### config.mk
export PLATFORM = sky130hd
export DESIGN_NAME = uart_rx
export DESIGN_NICKNAME = d
export VERILOG_FILES = /design/src/rtl/uart_pkg.sv /design/src/rtl/uart_rx_sync2.sv /design/src/rtl/uart_rx.sv
export SDC_FILE = /design/constraint.sdc
export NUM_CORES = 1
export LEC_CHECK = 0
export CAP_MARGIN = 20
export CORE_MARGIN = 3
export CORE_UTILIZATION = 54
export CTS_CLUSTER_DIAMETER = 50
export DETAILED_ROUTE_END_ITERATION = 16
export PLACE_DENSITY = 0.78
export SKIP_CTS_REPAIR_TIMING = 1
export SLEW_MARGIN = 10
export SYNTH_ARGS = -nofsm -noshare
export SYNTH_HDL_FRONTEND = slang
export SYNTH_SLANG_ARGS = --single-unit
### constraint.sdc
create_clock -name clk -period 1.8 [get_ports clk]
set_input_delay 0.18 -clock clk [delete_from_list [all_inputs] [get_ports clk]]
set_output_delay 0.18 -clock clk [all_outputs]
set_load 0.02 [all_outputs]
### src/rtl/uart_pkg.sv
// Shared types and defaults for the UART receiver.
// The PARITY state exists only when UART_RX_PARITY_EN is defined.
package uart_pkg;

    localparam int DEFAULT_DATA_BITS  = 8;
    localparam int DEFAULT_OVERSAMPLE = 16;

    typedef enum logic [2:0] {
        ST_IDLE,
        ST_START,
        ST_DATA,
`ifdef UART_RX_PARITY_EN
        ST_PARITY,
`endif
        ST_STOP
    } uart_state_t;

endpackage

### src/rtl/uart_rx_sync2.sv
// Two-flop synchronizer for an asynchronous single-bit input.
// Both flops reset to RESET_VAL so the output is quiet coming out of reset.
module sync2 #(
    parameter logic RESET_VAL = 1'b1
) (
    input  logic clk,
    input  logic rst,
    input  logic d,
    output logic q
);

    logic meta;

    always_ff @(posedge clk or posedge rst) begin
        if (rst) begin
            meta <= RESET_VAL;
            q    <= RESET_VAL;
        end else begin
            meta <= d;
            q    <= meta;
        end
    end

endmodule

### src/rtl/uart_rx.sv
// Oversampling UART receiver with sticky frame/overrun (and optional parity) error flags.
// Optional parity checking is enabled by defining UART_RX_PARITY_EN.
module uart_rx
    import uart_pkg::*;
#(
    parameter int DATA_BITS  = DEFAULT_DATA_BITS,
    parameter int OVERSAMPLE = DEFAULT_OVERSAMPLE
`ifdef UART_RX_PARITY_EN
    ,
    parameter bit PARITY_ODD = 1'b0
`endif
) (
    input  logic                 clk,
    input  logic                 rst,
    input  logic                 sample_tick,
    input  logic                 rxd,
    output logic [DATA_BITS-1:0] rx_data,
    output logic                 rx_valid,
    input  logic                 rx_ready,
    output logic                 frame_err,
    output logic                 overrun_err,
    output logic                 parity_err,
    input  logic                 err_clr
);

    localparam int TW = $clog2(OVERSAMPLE);
    localparam int BW = $clog2(DATA_BITS + 1);
    localparam logic [TW-1:0] TICK_HALF = TW'(OVERSAMPLE / 2 - 1);
    localparam logic [TW-1:0] TICK_FULL = TW'(OVERSAMPLE - 1);
    localparam logic [BW-1:0] BIT_LAST  = BW'(DATA_BITS - 1);

    logic rxd_s;

    sync2 #(.RESET_VAL(1'b1)) u_sync (
        .clk (clk),
        .rst (rst),
        .d   (rxd),
        .q   (rxd_s)
    );

    uart_state_t          state, state_n;
    logic [TW-1:0]        tick_cnt, tick_cnt_n;
    logic [BW-1:0]        bit_cnt, bit_cnt_n;
    logic [DATA_BITS-1:0] shreg, shreg_n;
    logic                 deliver;
    logic                 frame_set;
    logic                 par_set;

    always_ff @(posedge clk or posedge rst) begin
        if (rst) begin
            state    <= ST_IDLE;
            tick_cnt <= '0;
            bit_cnt  <= '0;
            shreg    <= '0;
        end else begin
            state    <= state_n;
            tick_cnt <= tick_cnt_n;
            bit_cnt  <= bit_cnt_n;
            shreg    <= shreg_n;
        end
    end

    always_comb begin
        state_n    = state;
        tick_cnt_n = tick_cnt;
        bit_cnt_n  = bit_cnt;
        shreg_n    = shreg;
        deliver    = 1'b0;
        frame_set  = 1'b0;
        par_set    = 1'b0;
        if (sample_tick) begin
            case (state)
                ST_IDLE: begin
                    if (!rxd_s) begin
                        state_n    = ST_START;
                        tick_cnt_n = '0;
                    end
                end
                // Re-check mid start bit; a line already back high was a glitch.
                ST_START: begin
                    if (tick_cnt == TICK_HALF) begin
                        tick_cnt_n = '0;
                        bit_cnt_n  = '0;
                        state_n    = rxd_s ? ST_IDLE : ST_DATA;
                    end else begin
                        tick_cnt_n = tick_cnt + 1'b1;
                    end
                end
                ST_DATA: begin
                    if (tick_cnt == TICK_FULL) begin
                        tick_cnt_n = '0;
                        shreg_n    = {rxd_s, shreg[DATA_BITS-1:1]};
                        bit_cnt_n  = bit_cnt + 1'b1;
                        if (bit_cnt == BIT_LAST) begin
`ifdef UART_RX_PARITY_EN
                            state_n = ST_PARITY;
`else
                            state_n = ST_STOP;
`endif
                        end
                    end else begin
                        tick_cnt_n = tick_cnt + 1'b1;
                    end
                end
`ifdef UART_RX_PARITY_EN
                ST_PARITY: begin
                    if (tick_cnt == TICK_FULL) begin
                        tick_cnt_n = '0;
                        par_set    = (rxd_s != ((^shreg) ^ PARITY_ODD));
                        state_n    = ST_STOP;
                    end else begin
                        tick_cnt_n = tick_cnt + 1'b1;
                    end
                end
`endif
                ST_STOP: begin
                    if (tick_cnt == TICK_FULL) begin
                        tick_cnt_n = '0;
                        state_n    = ST_IDLE;
                        deliver    = rxd_s;
                        frame_set  = !rxd_s;
                    end else begin
                        tick_cnt_n = tick_cnt + 1'b1;
                    end
                end
                default: state_n = ST_IDLE;
            endcase
        end
    end

    // Handshake: a word transfers on any clk edge where rx_valid && rx_ready;
    // rx_valid then drops unless a new word is delivered on that same edge.
    always_ff @(posedge clk or posedge rst) begin
        if (rst) begin
            rx_data     <= '0;
            rx_valid    <= 1'b0;
            frame_err   <= 1'b0;
            overrun_err <= 1'b0;
        end else begin
            if (deliver && (!rx_valid || rx_ready)) begin
                rx_data  <= shreg;
                rx_valid <= 1'b1;
            end else if (rx_valid && rx_ready) begin
                rx_valid <= 1'b0;
            end

            if (frame_set)
                frame_err <= 1'b1;
            else if (err_clr)
                frame_err <= 1'b0;

            if (deliver && rx_valid && !rx_ready)
                overrun_err <= 1'b1;
            else if (err_clr)
                overrun_err <= 1'b0;
        end
    end

`ifdef UART_RX_PARITY_EN
    always_ff @(posedge clk or posedge rst) begin
        if (rst)
            parity_err <= 1'b0;
        else if (par_set)
            parity_err <= 1'b1;
        else if (err_clr)
            parity_err <= 1'b0;
    end
`else
    assign parity_err = 1'b0;
`endif

endmodule

# Word-level counts from Yosys, hierarchy flattened
# Cells that the tools add are included.
[word_totals]
register_bits = 32
inputBits = 6
[op_classes]
n_addsub = 2
eq_ne = 11
n_mux = 25
reduce_logical = 19
[ops]
columns = ["op", "n"]
rows = [
  ["two-way mux 4 bit", 5],
  ["two-way mux 3 bit", 5],
  ["case mux 3 bit (4 select lines)", 1],
  ["case mux 4 bit (3 select lines)", 1],
  ["two-way mux 1 bit", 11],
  ["inequality test 2 bit (second input constant)", 5],
  ["adder 4 x 1 -> 4 bit (second input constant)", 2],
  ["equality test 4 x 3 -> 1 bit (second input constant)", 2],
  ["case mux 4 bit (2 select lines)", 1],
  ["nonzero test 2 bit", 4],
  ["equality test 3 x 2 -> 1 bit (second input constant)", 2],
  ["AND reduction 3 bit", 2],
  ["AND reduction 6 bit", 1],
  ["equality test 4 bit (second input constant)", 1],
  ["logical AND 1 bit", 4],
  ["AND reduction 4 bit", 1],
  ["equality test 3 x 1 -> 1 bit (second input constant)", 1],
  ["logical NOT 1 bit", 3],
  ["logical NOT 3 bit", 1],
  ["nonzero test 3 bit", 1],
  ["two-way mux 2 bit", 1],
  ["OR reduction 2 bit", 1],
  ["logical OR 1 bit", 1],
]

# Logic depth before layout (Yosys ltp)
[depth]
depth_word = 7
ltp_mapped = 5
mapped_depth_nobuf = 4

# Cells and area by module
# A second synthesis with hierarchy kept.
[hier_totals]
cells_unflattened = 117
hier_area_um2 = 1396.3
[by_module_without_submodules]
columns = ["module", "instances", "cells_per_inst", "area_each_um2", "seq_area_each_um2"]
rows = [
  ["uart_rx", 1, 114, 1340.0, 725.7],
  ["sync2", 1, 3, 56.3, 52.6],
]

# Worst setup path after synthesis
# OpenSTA, ideal clock, no wires.
[synth_path]
path_kind = "register to register"
startpoint = "reg tick_cnt[0]"
endpoint = "reg rx_data[0]"
setup_time_ps = 125
arrival_ps = 1481
setup_slack_ps = 194
stages_incl_launch_ff = 6
n_path_buf = 1
period_less_slack_ps = 1606
path_cell_list = "dfrtp_1 > ha_1 > nand4_2 > and3b_1 > buf_6 > mux2_4"
[synth_via]
elab_chain_len = 5
[synth_rtl]
columns = ["element", "line", "text"]
rows = [
  ["start, declared", "uart_rx.sv:42", "logic [TW-1:0] tick_cnt, tick_cnt_n;"],
  ["start signal, assigned", "uart_rx.sv:57", "tick_cnt <= tick_cnt_n;"],
  ["equality test 4 bit", "uart_rx.sv:117", "if (tick_cnt == TICK_FULL) begin"],
  ["two-way mux 1 bit", "uart_rx.sv:117", ""],
  ["two-way mux 1 bit", "uart_rx.sv:72", "case (state)"],
  ["two-way mux 1 bit", "uart_rx.sv:71", "if (sample_tick) begin"],
  ["logical AND 1 bit", "uart_rx.sv:140", "if (deliver && (!rx_valid || rx_ready)) begin"],
  ["end signal, assigned", "uart_rx.sv:141", "rx_data <= shreg;"],
  ["end, declared", "uart_rx.sv:17", "output logic [DATA_BITS-1:0] rx_data,"],
]
# Every way passes these cells.
# A chain may end at the register's enable or synchronous reset.

# Worst setup path after layout
[layout_path]
startpoint = "reg tick_cnt[0]"
endpoint = "reg rx_data[5]"
# The elaborated chain is that of the path after synthesis.

==> summary.md <==
| Metric | Value |
|---|---|
| Place WS | `approximately 0.096 ns` |
| FF-to-FF path depth | `5` |
| Clock sink total | `31` |
| Arrival time worst endpoint | `~1.9 ns` |
| Detail-routed via count per cell | `between 5 and 6` |
| Largest net degree at the start of global routing | `27` |
| GRT Residual Overflow | `0` |
| Rows | `18` |
| CP Max Fanout | `8` |
| RSZ-0062 raised after global routing | `no` |
| Antenna Nets Post-Route | `0` |
| PD cells | `about 1100 mW/mm²` |
| Max Freq | `around 580 MHz` |
| Num CTS Buffers | `5` |
| Chip Width | `58.6 µm` |
| # setup viols final | `0` |
| Starting DRT DRC Count | `28` |
| FF-to-FF Start | `tick_cnt[0]` |
| Simple-gate share of the synthesized area | `between 10% and 20%` |
| Status | `finished clean` |
| Worst hold path type | `input port to asynchronous set/reset pin` |
| Root buf cell | `clkbuf_4` |
| Synthesized area per cell | `between 10 and 15 µm²` |
| Overall Global Routing Usage | `roughly a fifth` |
| WL per Instance | `~17 µm` |
| Min Hold Slack | `between 0.07 and 0.08 ns` |
| Vias in the first global route | `around 1000` |
| TritonCTS clock tree | `done` |
| Crit path kind | `flip-flop to flip-flop` |
| Die area | `approximately 0.0034 mm²` |
| Post-Layout Inst Area | `0.00183 mm²` |
| Final nets | `155` |
| Seq cells post-synth | `31` |
| Num ports | `18` |
| Layout cells sized above 1 | `28.4%` |
| DR pass1 iterations | `4` |
| Largest family of logic cells by synthesized area | `multiplexers` |
| Final worst-path setup slack | `slightly above 0.07 ns` |
| Compound-cell area share of the yosys netlist | `approximately 11%` |
| Net Count, Synth | `130` |
| Placed Area | `about 0.0017 mm²` |
| Mux contribution to synthesized area | `15.4%` |
| Max cap viols | `0` |
| Clock latency on the worst-skew pair | `roughly 0.33 ns` |
| Mapped Area | `about 0.0015 mm²` |
| Adder-Cell Fraction of Synth Area | `1.67%` |
| Crit path capture type | `flip-flop` |
| Clock skew | `between 0.008 and 0.009 ns` |
| Synth-to-Final Area Change | `22.4%` |
| Setup slack, reg-to-reg | `0.07 ns` |
| Startpoint types | `flip-flop` |
| XOR/XNOR Fraction of Synth Area | `0%` |
| Htree depth | `2` |
| Post-Route Setup TNS | `0 ns` |
| DRC | `0` |
| IO Port Bufs | `16` |
| Synth unique cells | `46` |
| R2r endpoint | `rx_data[5]` |
| Crit path time final | `about 1.7 ns` |
| Synth warnings | `0` |
| ANT cells | `0` |
| First-pass GRT wire length | `~5000 µm` |
| Hpwl dp | `2150 µm` |
| CTS max path bufs | `2` |
| Final hold violation count | `0` |
| Fin. max-slew vios | `0` |
| Final worst-path cycle share | `between 90% and 100%` |
| Lkg Pwr | `approximately 0.86 nW` |
| Core area | `between 0.002 and 0.003 mm²` |
| Die Span Y | `roughly 60 µm` |
| Initial antenna violation count | `0` |
| Seq/Total Area, Yosys | `between 50% and 60%` |
| Clock Pin Slew Worst Setup and Hold Paths | `about 0.10 ns` |
| Fillers | `between 150 and 200` |
| Routed WL | `about 3000 µm` |
| Peak VDD IR | `~0.80 mV` |
| Initial Util | `between 50% and 60%` |
| Synth Instances | `~120` |
| Via count | `1044` |
| Worst EP required | `about 2.0 ns` |
| GPL Wtd Cong | `around 0.92` |
## power by group
part,switching [W],leakage (nW),internal [W]
Clock,0.000243,0.0482,0.000328
Combinational,0.000266,0.398,0.000218
Sequential,0.000111,0.411,0.000773
## metrics by stage
| stage | std cells | total power [W] | util [%] |
|---|---|---|---|
| floorplan | 122 | 0.00123 | - |
| global placement | 170 | 0.00134 | 68.5 |
| detailed placement | 170 | 0.00137 | 68.5 |
| CTS | 178 | 0.00194 | 71.9 |
| global route | 178 | 0.00205 | 71.9 |
| finish | 178 | 0.00194 | 71.9 |
## layout by cell type, fill, tap and decap left out, drive strengths merged, types with 3 or more instances in the layout
cell           count
inv                7
clkbuf             6
clkdlybuf4s50     16
buf               10
and3               4
o21ai              5
nand3              5
nand2b             3
a211oi             3
mux2              16
dfrtp             29
nand2              4
nor2b              4
## final cells by class
type	count	area (µm²)	share of cell area (%)
clock inverters	2	35.0	1.91
clock buffers	6	51.3	2.80
well taps	30	37.5	2.05
repair buffers	26	260	14.2
inverters	7	26.3	1.44
flip-flops and latches	31	778	42.5
multi-input cells	76	642	35.1
## layer usage
layer  vias up  global-route usage, %  wire length, µm
met5         -                      0                0
met4         0                   10.7              112
met3        15                   7.46              208
met2        40                   29.0             1440
met1       502                   25.1             1240
li1        487                      -                -
## critical path, cell delays in order (launching register included)
cell and delay (ns):
dfrtp_1 0.42, ha_1 0.29, nand4_2 0.15, and3b_1 0.29
buf_12 0.15, mux2_4 0.31
## worst max path at each step
stage                      startpoint          to  slack (ns)  depth (start not counted)
after floorplan           tick_cnt[0]  rx_data[0]        0.19                          5
after global placement    sample_tick    shreg[6]        0.13                          6
after detailed placement  sample_tick  rx_data[5]         0.1                          5
after CTS                 tick_cnt[0]  rx_data[5]        0.08                          5
after global routing      tick_cnt[0]  rx_data[5]        0.02                          5
final                     tick_cnt[0]  rx_data[5]        0.07                          5
## synthesized netlist by cell type, drive strengths merged
master,instances,share of area [%]
a211oi,3,1.5
a21oi,2,0.67
a221oi,1,0.59
a22o,1,0.59
a31oi,1,0.42
a32o,1,0.67
a41oi,1,0.59
and2,1,0.42
and3,4,1.8
and3b,1,0.59
and4b,1,0.67
buf,6,2.6
clkbuf,2,0.67
conb,1,0.25
dfrtp,29,49
dfstp,2,3.5
ha,2,1.7
inv,7,1.8
mux2,16,14
mux2i,2,1.3
nand2,4,1.2
nand2b,3,1.3
nand3,5,2.5
nand3b,1,0.50
nand4,2,1.3
nor2,2,0.50
nor2b,4,1.7
nor3,2,1.4
nor4,1,0.42
o2111ai,1,0.59
o21ai,5,1.7
o22a,1,0.59
o22ai,1,0.42
o2bb2ai,2,1.2
o31ai,2,1.0
o32ai,1,0.59
or2,1,0.42
## state kept, by name, summed over array words and instances (netlist names)
name	flops
rx_data	8
shreg	8
bit_cnt	4
tick_cnt	4
state	2
frame_err	1
overrun_err	1
rx_valid	1
u_sync.meta	1
u_sync.q	1
## logic make-up after synthesis
| group | after synthesis |
|---|---|
| buf+inv | 15 |
| fa+ha+maj | 2 |
| simple gates | 32 |
| other cells | 1 |
| flops | 31 |
| mux | 18 |
| compound gates | 23 |
No activity file was read; power rests on OpenSTA's default activity.
